## src/rtl/distributor_sched.sv

```systemverilog
// Round-robin write scheduler for the distributor's shared sample buffer.
// Optional sticky overflow flags are built only when DIST_SCHED_OVF_EN is defined.
module distributor_sched #(
  parameter int NCH   = 10,
  parameter int DW    = 8,
  parameter int AW    = 8,
  parameter int DEPTH = 256,
  parameter int CW    = 4
) (
  input  logic              i_clk,
  input  logic              i_rst,
  input  logic              i_enable,
  input  logic              i_clear,
  input  logic [NCH-1:0]    i_req,
  input  logic [NCH*DW-1:0] i_data,
  output logic              o_wr_en,
  output logic [CW-1:0]     o_wr_ch,
  output logic [AW-1:0]     o_wr_addr,
  output logic [DW-1:0]     o_wr_data,
  output logic [NCH-1:0]    o_grant,
  output logic [NCH-1:0]    o_start,
  output logic [NCH-1:0]    o_frame_done,
  output logic              o_busy,
  output logic [NCH-1:0]    o_ovf
);

  typedef enum logic [1:0] {IDLE, RUN, DRAIN} state_t;

  state_t            state_q, state_d;
  logic [NCH-1:0]    pend_q, pend_d;
  logic [NCH*DW-1:0] hold_q, hold_d;
  logic [NCH*AW-1:0] addr_q, addr_d;
  logic [CW-1:0]     ptr_q, ptr_d;
  logic              wr_en_q, wr_en_d;
  logic [CW-1:0]     wr_ch_q, wr_ch_d;
  logic [AW-1:0]     wr_addr_q, wr_addr_d;
  logic [DW-1:0]     wr_data_q, wr_data_d;
  logic [NCH-1:0]    grant_q, grant_d;
  logic [NCH-1:0]    start_q, start_d;
  logic [NCH-1:0]    frame_done_q, frame_done_d;

  logic              gnt_vld;
  logic [CW-1:0]     gnt_ch;
  logic [CW:0]       scan;
  logic [AW-1:0]     gnt_addr;

  // Scan pending channels starting at the round-robin pointer, wrapping at NCH.
  always_comb begin
    gnt_vld = 1'b0;
    gnt_ch  = '0;
    scan    = '0;
    if (state_q != IDLE) begin
      for (int i = 0; i < NCH; i++) begin
        scan = {1'b0, ptr_q} + (CW+1)'(i);
        if (scan >= (CW+1)'(NCH)) scan = scan - (CW+1)'(NCH);
        if (!gnt_vld && pend_q[scan[CW-1:0]]) begin
          gnt_vld = 1'b1;
          gnt_ch  = scan[CW-1:0];
        end
      end
    end
  end

  assign gnt_addr = addr_q[gnt_ch*AW +: AW];

  always_comb begin
    state_d      = state_q;
    pend_d       = pend_q;
    hold_d       = hold_q;
    addr_d       = addr_q;
    ptr_d        = ptr_q;
    wr_en_d      = 1'b0;
    wr_ch_d      = '0;
    wr_addr_d    = '0;
    wr_data_d    = '0;
    grant_d      = '0;
    start_d      = '0;
    frame_done_d = frame_done_q;

    if (gnt_vld) begin
      wr_en_d         = 1'b1;
      wr_ch_d         = gnt_ch;
      wr_addr_d       = gnt_addr;
      wr_data_d       = hold_q[gnt_ch*DW +: DW];
      grant_d[gnt_ch] = 1'b1;
      start_d[gnt_ch] = (gnt_addr == '0);
      pend_d[gnt_ch]  = 1'b0;
      if (gnt_addr == AW'(DEPTH-1)) begin
        addr_d[gnt_ch*AW +: AW] = '0;
        frame_done_d[gnt_ch]    = 1'b1;
      end else begin
        addr_d[gnt_ch*AW +: AW] = gnt_addr + 1'b1;
      end
      ptr_d = (gnt_ch == CW'(NCH-1)) ? '0 : gnt_ch + 1'b1;
    end

    // A channel being granted this cycle may accept its next sample at once.
    for (int k = 0; k < NCH; k++) begin
      if (i_req[k] && (!pend_q[k] || (gnt_vld && gnt_ch == CW'(k)))) begin
        pend_d[k]            = 1'b1;
        hold_d[k*DW +: DW]   = i_data[k*DW +: DW];
      end
    end

    case (state_q)
      IDLE:    if (i_enable) state_d = RUN;
      RUN:     if (!i_enable) state_d = (pend_d != '0) ? DRAIN : IDLE;
      DRAIN: begin
        if (i_enable)           state_d = RUN;
        else if (pend_d == '0)  state_d = IDLE;
      end
      default: state_d = IDLE;
    endcase

    if (i_clear) begin
      state_d      = IDLE;
      pend_d       = '0;
      hold_d       = '0;
      addr_d       = '0;
      ptr_d        = '0;
      frame_done_d = '0;
      wr_en_d      = 1'b0;
      wr_ch_d      = '0;
      wr_addr_d    = '0;
      wr_data_d    = '0;
      grant_d      = '0;
      start_d      = '0;
    end
  end

  always_ff @(posedge i_clk or posedge i_rst) begin
    if (i_rst) begin
      state_q      <= IDLE;
      pend_q       <= '0;
      hold_q       <= '0;
      addr_q       <= '0;
      ptr_q        <= '0;
      wr_en_q      <= 1'b0;
      wr_ch_q      <= '0;
      wr_addr_q    <= '0;
      wr_data_q    <= '0;
      grant_q      <= '0;
      start_q      <= '0;
      frame_done_q <= '0;
    end else begin
      state_q      <= state_d;
      pend_q       <= pend_d;
      hold_q       <= hold_d;
      addr_q       <= addr_d;
      ptr_q        <= ptr_d;
      wr_en_q      <= wr_en_d;
      wr_ch_q      <= wr_ch_d;
      wr_addr_q    <= wr_addr_d;
      wr_data_q    <= wr_data_d;
      grant_q      <= grant_d;
      start_q      <= start_d;
      frame_done_q <= frame_done_d;
    end
  end

`ifdef DIST_SCHED_OVF_EN
  logic [NCH-1:0] ovf_q, ovf_d;

  // A request is dropped when its channel is still pending and not being granted.
  always_comb begin
    ovf_d = ovf_q;
    for (int k = 0; k < NCH; k++) begin
      if (i_req[k] && pend_q[k] && !(gnt_vld && gnt_ch == CW'(k))) ovf_d[k] = 1'b1;
    end
    if (i_clear) ovf_d = '0;
  end

  always_ff @(posedge i_clk or posedge i_rst) begin
    if (i_rst) ovf_q <= '0;
    else       ovf_q <= ovf_d;
  end

  assign o_ovf = ovf_q;
`else
  assign o_ovf = '0;
`endif

  assign o_wr_en      = wr_en_q;
  assign o_wr_ch      = wr_ch_q;
  assign o_wr_addr    = wr_addr_q;
  assign o_wr_data    = wr_data_q;
  assign o_grant      = grant_q;
  assign o_start      = start_q;
  assign o_frame_done = frame_done_q;
  assign o_busy       = (state_q != IDLE) || (pend_q != '0);

endmodule
```

## config.mk

```make
export PLATFORM = sky130hd
export DESIGN_NAME = distributor_sched
export DESIGN_NICKNAME = d
export VERILOG_FILES = /design/src/rtl/distributor_sched.sv
export SDC_FILE = /design/constraint.sdc
export NUM_CORES = 1
export LEC_CHECK = 0
export CORE_MARGIN = 1.5
export CORE_UTILIZATION = 60
export CTS_BUF_LIST = sky130_fd_sc_hd__clkbuf_2 sky130_fd_sc_hd__clkbuf_4 sky130_fd_sc_hd__clkbuf_8
export DETAILED_ROUTE_END_ITERATION = 6
export PLACE_DENSITY = 0.86
export SYNTH_ARGS = -nofsm -noshare
export SYNTH_HDL_FRONTEND = slang
export SYNTH_SLANG_ARGS = --single-unit
export TNS_END_PERCENT = 30
```

## constraint.sdc

```tcl
create_clock -name i_clk -period 19.9 [get_ports i_clk]
set_input_delay 3.98 -clock i_clk [delete_from_list [all_inputs] [get_ports i_clk]]
set_output_delay 3.98 -clock i_clk [all_outputs]
set_load 0.01 [all_outputs]
```

* Word level (Yosys, flattened, before mapping)
Cells that the tools add are included.
Word-level totals: flip-flop bits (word level) 227, logic and storage cells 296, input port bits 94, output and inout port bits 62
Operators by class: equal/unequal tests 15, muxes and demuxes 126, add/sub/neg operators 22, magnitude comparators 22, shift operators 5, reduce and logical (&&, ||, !) cells 81, bitwise logic cells 4
Operators by type and width (count):
- 80-bit 2-to-1 mux | 4
- 80-bit bitwise mux | 2
- 80-bit by 8-bit variable part select with 8-bit output | 2
- 4-bit 2-to-1 mux | 36
- 8-bit 2-to-1 mux | 14
- 10-bit 2-to-1 mux | 9
- 8-bit by 34-bit variable shift with 80-bit output (first input constant) | 1
- 8-bit by 34-bit variable part select with 80-bit output | 1
- 8-bit by 34-bit variable part select with 80-bit output (first input constant) | 1
- 4-bit by 5-bit < comparator with 1-bit output (second input constant) | 11
- 5-bit by 4-bit greater-or-equal comparator with 1-bit output (second input constant) | 9
- 1-bit 2-to-1 mux | 43
- 1-bit binary-select mux with 4-bit select | 10
- 4-bit subtractor (second input constant) | 10
- 7-bit negator with 34-bit output | 1
- 1-bit logical AND | 30
- 2-bit nonzero test | 13
- 4-bit by 3-bit adder with 5-bit output (second input constant) | 4
- 10-bit bitwise AND | 2
- 10-bit nonzero test | 2
- 1-bit zero test | 19
- 4-bit by 3-bit == test with 1-bit output (second input constant) | 4
- 2-bit 2-to-1 mux | 6
- 1-bit logical OR | 11
- other kinds (25) | 30

* Logic depth before layout (Yosys ltp)
word-level depth 56, mapped depth 32, depth with buffers taken out 24

* Least setup slack after synthesis
No wires, ideal clock.
kind register to register, start reg ptr_q[1], end reg addr_q[43], setup slack 13.075 ns, arrival time 6.680 ns, buffers on the path 7, period minus slack after synthesis 6.825 ns, stages on the path, launching flop included 28, data required time 19.755 ns, setup time 0.145 ns, cells stage by stage dfrtp_1 inv_1 clkbuf_1 ha_1 clkbuf_1 inv_2 ha_1 nor2b_1 mux2_2 o221ai_1 mux2i_1 and2_1 buf_1 o211ai_1 o31a_1 a211oi_4 inv_2 buf_2 buf_2 clkbuf_1 clkbuf_1 ha_1 and2_1 or3_1 nor3_1 nor2_1 nand2_1 o21ai_0
On the way: word-level cells in the longest chain between the ends 50, elaborated cells between the ends (all ways) 131, classes of those cells 21 x add/sub; 10 x order compare; 1 x eq/ne; 4 x shift; 76 x mux; 19 x reduce/logical
RTL lines:
- from (decl) | line 33 | logic [CW-1:0] ptr_q, ptr_d;
- from (signal assigned) | line 150 | ptr_q <= ptr_d;
- parallel branches: the longest is 50 deep, another holds 4-bit by 1-bit adder with 5-bit output
- to (signal assigned) | line 149 | addr_q <= addr_d;
- to (decl) | line 32 | logic [NCH*AW-1:0] addr_q, addr_d;
Parallel ways; which one is timed is not known. The select of a mux whose other input is x is not followed. A chain may end at the register's enable or synchronous reset.

* Worst setup path after layout
start reg ptr_q[1], end reg addr_q[18]
The elaborated chain is that of the path after synthesis.

==> results.py <==
metrics = {
    "finish": {
        "fin_nets": 1779,
        "fill_cells": 1695,
        "layoutNonFillerInstCount": 1970,
        "area_growth_pct": 17.4,
        "drive_above_1_share_pct": 9.85,
        "final_common_cell": "nand2_1",
        "layout_common_cells": "263 x nand2_1, 227 x dfrtp_1, 144 x nor2_1, 144 x clkdlybuf4s50_1, 104 x mux2i_1",
        "antenna_cells": 0,
    },
    "global_route": {
        "antenna_found_initial": 0,
        "globalRouteOverflowTotal": 0,
        "grt_util_all_layers_pct": 38.0,
        "grt_pass1_vias": 12810,
        "grt_pass1_wl_um": 70600,
        "grt_max_degree": 89,
    },
    "critical_path": {
        "reg2reg_to": "addr_q[18]",
        "worstRegToRegCells": 23,
        "start_kind": "flip-flop",
        "cp_data_arrival_time_ps": 9440,
        "cp-endpoint": "addr_q[18]",
        "crit_type": "reg2reg",
        "path_max_fanout": 52,
        "cp-startpoint": "ptr_q[1]",
        "rrSetupSlack_ps": 10890,
        "end_kind": "flip-flop",
        "timing.rr.start": "ptr_q[1]",
        "critPathRequiredTime_ps": 20330,
    },
    "die": {
        "die_w_um": 155,
        "dieArea_um2": 24000,
        "core_region_area_um2": 22600,
        "fp.dieH_um": 155,
        "start_util_pct": 61.0,
        "io_pins": 156,
        "num_rows": 55,
    },
    "synth": {
        "yosysWarningCount": 0,
        "ys_seq_area_share_pct": 41.1,
        "synthTopCellsByArea": "dfrtp_1 41%, mux2i_1 7.5%, nand2_1 7.1%",
        "ys.flop_type": "dfrtp_1",
        "synth_area_leader_cell": "dfrtp_1",
        "ys_seq_elements": 227,
        "syn_avg_cell_area_um2": 9.02,
        "async_flop_share_pct": 100,
        "syn_area_um2": 13800,
        "yosys.area.top_type_share_pct": 41.1,
        "synth_edf_count": 0,
        "syn_inst": 1532,
        "synth_cell_types": 99,
    },
    "sta": {
        "worstMarginPinSlew_ps": 1180,
        "rsz0062_at_grt": "false",
        "hold_viol": 0,
        "setup_slack_ps": 10890,
        "fin_crit_ps": 9010,
        "max_freq_mhz": 111,
        "hold_slack_ps": 480,
        "fin_crit_sh_pct": 45.3,
        "slew_headroom_pct": 20.6,
        "drv_slew": 0,
        "setup_tns_ps": 0,
        "skew_ps": 55.5,
        "setup_viol": 0,
    },
    "placed_design": {
        "placement.io_buffers": 145,
        "dp.cells": 1899,
        "gp_congestion": 0.965,
        "hpwl_um": 31400,
        "dp_slack_ps": 11160,
    },
    "cts": {
        "cts_root_buffer": "clkbuf_8",
        "cts_tree": "yes",
        "postCtsSetupBuffers": 0,
        "cts.reportedPaths.clkPinSlew_ps": 60,
        "h-tree-depth": 2,
        "postCtsHoldBufs": 0,
        "clock_latency_ps": 570,
        "clock_sinks": 227,
        "clockBufferDepth": 3,
        "cts_made_buffers": 39,
        "ctsResizeCount": 0,
    },
    "power": {
        "total_power_uw": 2690,
        "p_clk_share_pct": 17.8,
        "power_density_nw_per_um2": 166,
        "p_leak_uw": 0.00711,
        "combPwrFrac_pct": 62.5,
        "power.internal_uw": 1320,
        "swShare_pct": 50.8,
        "p_sw_uw": 1360,
        "p_seq_share_pct": 19.7,
        "peakVddDrop_v": 0.000144,
    },
    "detailed_routing": {
        "routed_wl_um": 44500,
        "routed_via_density": 6.58,
        "initialDrtViolationCount": 1377,
        "vias": 12953,
        "firstDrtPassIters": 6,
        "drcViolationCount": 0,
        "wl_per_cell_um": 22.6,
        "detail-route-antenna-nets": 0,
    },
    "job": {
        "cap_violations": 0,
    },
    "status": {
        "status": "completed",
    },
    "min_path": {
        "hp-class": "reg2reg",
    },
}
-- worst min path at each step --
stage / from / cells after the start / slack, ps / end
5_1_grt: addr_q[1] / 2 / 500 / addr_q[1]
6_report: addr_q[66] / 2 / 480 / addr_q[66]
2_1_floorplan: addr_q[1] / 2 / 440 / addr_q[1]
3_3_place_gp: addr_q[60] / 2 / 460 / addr_q[60]
3_5_place_dp: addr_q[1] / 2 / 460 / addr_q[1]
4_1_cts: addr_q[1] / 2 / 480 / addr_q[1]
-- cells by family (layout without fill, tap and decap cells) --
family / Yosys count / count (layout) / share of synthesized area (%)
other: 1 / 10 / 0.0271
and+or+nand+nor: 631 / 631 / 21.2
AOI/OAI and AO/OA: 358 / 358 / 18.1
muxes: 131 / 131 / 10.7
DFF: 227 / 227 / 41.1
buffers and inverters: 133 / 277 / 4.55
xor gates and xnor gates: 21 / 21 / 1.58
adders and majority gates: 30 / 30 / 2.77
-- synth_stat cells (all sizes together) (8+ instances only) --
master  number
a21oi       69
buf         48
mux2        15
o31ai        9
a211oi      17
dfrtp      227
inv         46
and3        11
nand4        8
nand2b      14
nor2       146
mux2i      105
mux4        11
or3         10
o21ai      113
and2        15
nand3       73
xnor2       19
nor3        32
clkbuf      39
nand2      264
ha          29
o21a         8
nor4         8
o32ai        9
nor2b       17
nand3b      13
o211ai      16
a31oi        9
o22ai       10
-- power groups by stage --
stage / Sequential, uW / Combinational (uW) / Clock, uW
floorplan: 526 / 1190 / 0
global placement: 535 / 1600 / 0
detailed placement: 536 / 1610 / 0
CTS: 529 / 1630 / 479
global route: 533 / 1790 / 499
finish: 530 / 1680 / 478
-- flip-flops by register name, summed over array words and instances, names as in the netlist --
register / flops
addr_q: 80
hold_q: 80
o_frame_done: 10
o_grant: 10
o_start: 10
o_wr_addr: 8
o_wr_ch: 4
o_wr_data: 8
o_wr_en: 1
pend_q: 10
ptr_q: 4
state_q: 2
-- through the flow --
stage	cell area [um2]	utilization, %
after global placement	15300	67.7
final	16200	71.7
after detailed placement	15300	67.7
after CTS	16200	71.7
after global routing	16200	71.7
after floorplan	13900	-
-- area by class of cell --
cell class,count,area [um2],share of cell area (%)
tap,285,357,2.20
inverter,46,180,1.11
multi-input combinational,1181,7550,46.6
clock buffer,60,769,4.74
clock inverter,11,123,0.756
timing repair buffer,160,1560,9.63
sequential,227,5680,35.0
-- metal layers --
layer	global-route usage, %	vias up	share of wire (%)
met5	0	-	0
met1	50.1	6243	39
met2	60.1	850	46
li1	-	5712	-
met3	8.21	148	10
met4	18.4	0	5.2
-- worst max-delay path, cell delays in order (launching register included) --
cell and delay, ps:
dfrtp_1 780, inv_1 490, ha_1 660, inv_2 290, ha_1 330, nor2_1 70, mux2_2 320, o221ai_1 420
nor2_1 130, a221o_1 430, a311o_1 370, a31oi_1 500, a211oi_4 120, buf_4 370, inv_2 760, mux4_2 610
a22oi_1 290, nand2_1 340, ha_1 320, inv_1 140, nor2_4 70, nand4_4 280, nand3b_1 400, o21ai_0 310
(Power assumes the default switching activity.)
